$ cat src/rtl/timer_irq.sv
// timer_irq: memory-mapped countdown timer that raises an interrupt request for CP0 HWInt.
// It supports one-shot mode with a sticky interrupt and auto-reload mode with a one-cycle pulse.
// The optional prescaler is enabled by defining TIMER_IRQ_PRESCALE_EN.
module timer_irq #(
  parameter logic [1:0] CTRL_ADDR   = 2'd0,
  parameter logic [1:0] PRESET_ADDR = 2'd1,
  parameter logic [1:0] COUNT_ADDR  = 2'd2,
  parameter logic [1:0] STAT_ADDR   = 2'd3
) (
  input  logic        Clk,
  input  logic        Reset_n,
  input  logic [3:2]  Addr,
  input  logic        WE,
  input  logic [31:0] DIn,
  output logic [31:0] DOut,
  output logic        IRQ
);

  typedef enum logic [1:0] {
    IDLE = 2'd0,
    LOAD = 2'd1,
    CNT  = 2'd2,
    INT  = 2'd3
  } stateT;

  stateT       state, stateNext;
  logic        en, enNext;
  logic [1:0]  mode, modeNext;
  logic        im, imNext;
  logic [31:0] preset, presetNext;
  logic [31:0] count, countNext;
  logic        flag, flagNext;
  logic        irq;
  logic        ctrlWr, presetWr;
  logic        tick;
  logic [7:0]  psView;

`ifdef TIMER_IRQ_PRESCALE_EN
  logic [7:0]  ps, psNext;
  logic [7:0]  psCnt, psCntNext;

  assign psView = ps;
`else
  assign psView = 8'd0;
`endif

  // Next-state logic: the FSM step first, then software writes override any same-edge hardware update.
  always_comb begin
    ctrlWr     = WE && (Addr == CTRL_ADDR);
    presetWr   = WE && (Addr == PRESET_ADDR);
    enNext     = ctrlWr ? DIn[0]   : en;
    modeNext   = ctrlWr ? DIn[2:1] : mode;
    imNext     = ctrlWr ? DIn[3]   : im;
    presetNext = presetWr ? DIn    : preset;
    countNext  = count;
    flagNext   = flag;
    stateNext  = state;
`ifdef TIMER_IRQ_PRESCALE_EN
    psNext     = ctrlWr ? DIn[15:8] : ps;
    psCntNext  = psCnt;
    tick       = (psCnt == ps);
`else
    tick       = 1'b1;
`endif
    case (state)
      IDLE: begin
        if (enNext) stateNext = LOAD;
      end
      LOAD: begin
        countNext = preset;
`ifdef TIMER_IRQ_PRESCALE_EN
        psCntNext = 8'd0;
`endif
        stateNext = CNT;
      end
      CNT: begin
        if (!enNext) begin
          stateNext = IDLE;
`ifdef TIMER_IRQ_PRESCALE_EN
          psCntNext = 8'd0;
`endif
        end else if (tick) begin
`ifdef TIMER_IRQ_PRESCALE_EN
          psCntNext = 8'd0;
`endif
          if (count <= 32'd1) begin
            countNext = 32'd0;
            flagNext  = 1'b1;
            stateNext = INT;
          end else begin
            countNext = count - 32'd1;
          end
        end else begin
`ifdef TIMER_IRQ_PRESCALE_EN
          psCntNext = psCnt + 8'd1;
`endif
        end
      end
      INT: begin
        if (mode == 2'b01) begin
          flagNext  = 1'b0;
          stateNext = LOAD;
        end else begin
          if (!ctrlWr) enNext = 1'b0;
          stateNext = IDLE;
        end
      end
      default: stateNext = IDLE;
    endcase
    if (ctrlWr || presetWr) flagNext = 1'b0;
  end

  // State and register update; IRQ is registered from the next flag and mask values.
  always_ff @(posedge Clk or negedge Reset_n) begin
    if (!Reset_n) begin
      state  <= IDLE;
      en     <= 1'b0;
      mode   <= 2'b00;
      im     <= 1'b0;
      preset <= 32'd0;
      count  <= 32'd0;
      flag   <= 1'b0;
      irq    <= 1'b0;
`ifdef TIMER_IRQ_PRESCALE_EN
      ps     <= 8'd0;
      psCnt  <= 8'd0;
`endif
    end else begin
      state  <= stateNext;
      en     <= enNext;
      mode   <= modeNext;
      im     <= imNext;
      preset <= presetNext;
      count  <= countNext;
      flag   <= flagNext;
      irq    <= flagNext & imNext;
`ifdef TIMER_IRQ_PRESCALE_EN
      ps     <= psNext;
      psCnt  <= psCntNext;
`endif
    end
  end

  // Combinational read mux over the four registers.
  always_comb begin
    DOut = 32'd0;
    case (Addr)
      CTRL_ADDR:   DOut = {16'd0, psView, 4'd0, im, mode, en};
      PRESET_ADDR: DOut = preset;
      COUNT_ADDR:  DOut = count;
      STAT_ADDR:   DOut = {31'd0, flag};
      default:     DOut = 32'd0;
    endcase
  end

  assign IRQ = irq;

endmodule
$ cat config.mk
export PLATFORM = sky130hd
export DESIGN_NAME = timer_irq
export DESIGN_NICKNAME = d
export VERILOG_FILES = /design/src/rtl/timer_irq.sv
export SDC_FILE = /design/constraint.sdc
export NUM_CORES = 1
export LEC_CHECK = 0
export ABC_AREA = 1
export CORE_MARGIN = 4
export CORE_UTILIZATION = 24
export DETAILED_ROUTE_END_ITERATION = 8
export GPL_ROUTABILITY_DRIVEN = 0
export HOLD_SLACK_MARGIN = 0.12
export PLACE_DENSITY = 0.48
export SLEW_MARGIN = 10
export SYNTH_ARGS = -nofsm -noshare
export SYNTH_HDL_FRONTEND = slang
export SYNTH_SLANG_ARGS = --single-unit
export TNS_END_PERCENT = 100
$ cat constraint.sdc
create_clock -name Clk -period 2.08 [get_ports Clk]
set_input_delay 0.416 -clock Clk [delete_from_list [all_inputs] [get_ports Clk]]
set_output_delay 0.416 -clock Clk [all_outputs]
set_load 0.05 [all_outputs]
==> impl_metrics.env <==
export IMPL_outcome="finished, final reports clean"
export IMPL_setup_violations_final=0
export IMPL_die_y_um=145
export IMPL_synth_compound_area_share_pct=17.1
export IMPL_dr_pass1_iters=5
export IMPL_crit_end="DOut[25]"
export IMPL_netlist_area_um2=4530
export IMPL_muxShareOfSynthArea_pct=3.98
export IMPL_synth_async_reset_ratio_pct=100
export IMPL_end_kind="primary output"
export IMPL_dpl_hpwl_um=11200
export IMPL_period_needed_ns=2.02
export IMPL_wl_met2_um=6920
export IMPL_ios=70
export IMPL_synth_top_family_by_area="simple AND/OR/NAND/NOR gates"
export IMPL_ys_types=35
export IMPL_crit_arrival_ns=1.60
export IMPL_grt_pass1_wl_um=24900
export IMPL_totalWireLength_um=14900
export IMPL_power_leakage_nw=3.03
export IMPL_grt_max_degree=45
export IMPL_reg2reg_depth=11
export IMPL_setup_tns_final_ns=0
export IMPL_synth_fa_ha_area_share_pct=0.552
export IMPL_hold_viol_final=0
export IMPL_synth_edf_count=0
export IMPL_cpPeakStageDelay_ns=0.30
export IMPL_stdcell_count=959
export IMPL_vdd_drop_max_mv=0.469
export IMPL_startpoint="Addr[3]"
export IMPL_reg2reg_to="count[25]"
export IMPL_fin_worst_skew_ns=0.00985
export IMPL_rrSetupSlack_ns=0.24
export IMPL_wl_met1_um=7210
export IMPL_ys_ff_latch=72
export IMPL_crit_fanout=8
export IMPL_ys_flop_type="dfrtp_1"
export IMPL_row_count=49
export IMPL_ys_seq_area_share_pct=39.8
export IMPL_vias=4433
export IMPL_grt_pass1_vias=4453
export IMPL_cpMostUsedCell="inv_2"
export IMPL_grt_usage_pct=14.6
export IMPL_wl_per_cell_um=15.5
export IMPL_max_slew_margin_pct=67.0
export IMPL_yosysWarnings=0
export IMPL_initial_utilization_pct=24.8
export IMPL_r2r_start="count[1]"
export IMPL_met3_wirelength_um=523
export IMPL_drcViolationCount=0
export IMPL_vias_per_cell=4.62
export IMPL_diodes=0
export IMPL_ant_nets=0
export IMPL_synthesis_nets=658
export IMPL_slew_violations=0
export IMPL_port_buffer_count=69
export IMPL_grt_overflow_total=0
export IMPL_worst_pin_slew_ns=0.494
export IMPL_final_layout_size_suffix_gt1_share_pct=24.8
export IMPL_timing_final_crit_share_pct=97.1
export IMPL_syn_mean_instance_area_um2=7.32
export IMPL_cp_slowest_cell="bufbuf_16"
export IMPL_hold_ws_ns=0.512
export IMPL_syn_to_final_growth_pct=49.3
export IMPL_worstSkewPairLatency_ns=0.35
export IMPL_root_buffer="clkbuf_16"
export IMPL_die_x_um=145
export IMPL_max_freq_mhz=495
export IMPL_clockBufferDepth=2
export IMPL_nets=766
export IMPL_hold_class="reg2reg"
export IMPL_cp_start_kind="input port"
export IMPL_synth_simple_area_share_pct=27.0
export IMPL_drt_iter0_drc=339
export IMPL_grt_antenna_before_repair=0
export IMPL_clk_pin_slew_ns=0.06
export IMPL_numClockSinks=72
export IMPL_dieArea_um2=21100
export IMPL_numCtsBuffers=9
export IMPL_synthXorXnorAreaFrac_pct=1.74
export IMPL_core_um2=18300
export IMPL_crit_type="in2out"
export IMPL_placed_cells=941
export IMPL_drv_cap=0
export IMPL_highest_layer="met4"
export IMPL_htree_levels=3
export IMPL_cp_required_ns=1.66
export IMPL_powerDensity_nw_per_um2=1190
export IMPL_total_power_mw=8.02
export IMPL_crit_chain="clkdlybuf4s15_2, inv_2, nor2_4, inv_2, bufbuf_16, o22ai_1, buf_4, buf_12"
export IMPL_syn_inst=619
export IMPL_cts_tree="yes"
export IMPL_rsz0062_at_grt="true"
worst min-delay path by stage:
stage                 end        from  cells past startpoint
2_1_floorplan         IRQ     Reset_n                      0
3_3_place_gp    preset[8]     Reset_n                      1
3_5_place_dp    preset[7]     Reset_n                      1
4_1_cts         preset[1]   preset[1]                      2
5_1_grt        preset[18]  preset[18]                      1
6_report        preset[1]   preset[1]                      2
layer usage:
layer  vias to the layer above  GRT usage (%)
met1                      2119           21.0
met5                         -              0
met2                        74           22.7
li1                       2222              -
met4                         0           4.37
met3                        18           2.27
through the flow:
step           area, um^2  util, %  setup WS (ns)
4_1_cts              6730     36.8         0.0320
5_1_grt              6770     37.0       -0.00251
3_5_place_dp         6140     33.6         -0.307
3_3_place_gp         6140     33.6         -0.324
2_1_floorplan        4530        -         -0.200
6_report             6770     37.0         0.0612
state kept, by name (all words and copies together), names as in the netlist:
signal / count
state: 2
count: 32
en: 1
IRQ: 1
im: 1
flag: 1
preset: 32
mode: 2
critical path, delay by kind of cell:
family | cells | cell delay [ns]
AO/OA/AOI/OAI | 1 | 0.16
buffers and inverters | 6 | 0.92
AND/OR/NAND/NOR | 1 | 0.09
cells in the mapped netlist (2+ instances only):
library cell,n,area [um^2]
nand3_1,24,120
mux2_2,16,180
o21ai_1,3,15.0
o22ai_1,14,87.6
a22oi_1,14,105
buf_2,7,35.0
nand2_1,116,435
nand2_2,8,50.1
inv_1,77,289
nand4_1,5,31.3
nor2_4,6,67.6
o221ai_1,2,17.5
nor3_1,4,20.0
xor2_1,9,78.8
inv_2,7,26.3
o211ai_1,2,15.0
clkbuf_1,11,41.3
dfrtp_1,72,1800
o21ai_0,44,220
nor2_1,95,357
ha_1,2,25.0
a21oi_1,49,245
buf_6,4,45.0
a21boi_0,5,37.5
nand3_2,2,20.0
nor2_2,12,75.1
cells in the final DEF (no fill, tap or decap), types with 9 or more instances in the layout:
cell,instances
nand2_1,115
o21ai_0,29
o21ai_4,14
inv_1,75
xor2_1,9
nor2_2,12
nor2_1,93
nand3_1,24
clkbuf_16,9
dfrtp_1,72
buf_4,42
mux2_2,16
buf_12,40
clkdlybuf4s50_1,34
inv_2,9
a22oi_1,14
a21oi_1,49
timing repair:
item	CTS	global route
endpoints found under the hold margin	27	0
hold buffers	1	0
pin swaps	1	0
gates cloned	2	0
setup buffers	1	0
resized for setup	60	7
endpoints found under the setup margin	32	18
cell type report:
cell class	count	area [um^2]
Fill cell	1923	11500
Sequential cell	72	1800
Tap cell	229	287
Multi-Input combinational cell	439	2550
Inverter	84	315
Clock buffer	13	240
Clock inverter	1	30.0
Timing Repair Buffer	121	1550
where the power goes:
part           internal, mW  switching (mW)
combinational          1.70            2.42
sequential             1.85           0.545
clock                 0.918           0.586
total                  4.47            3.55
logic make-up (layout without fill, tap and decap cells):
kind of cell	count (synthesis)	count (layout)
DFF	72	72
adders and majority gates	2	2
muxes	16	16
xor gates and xnor gates	9	9
buffers and inverters	108	219
AOI/OAI and AO/OA	137	137
and+or+nand+nor	275	275
No activity file was read; power rests on OpenSTA's default activity.
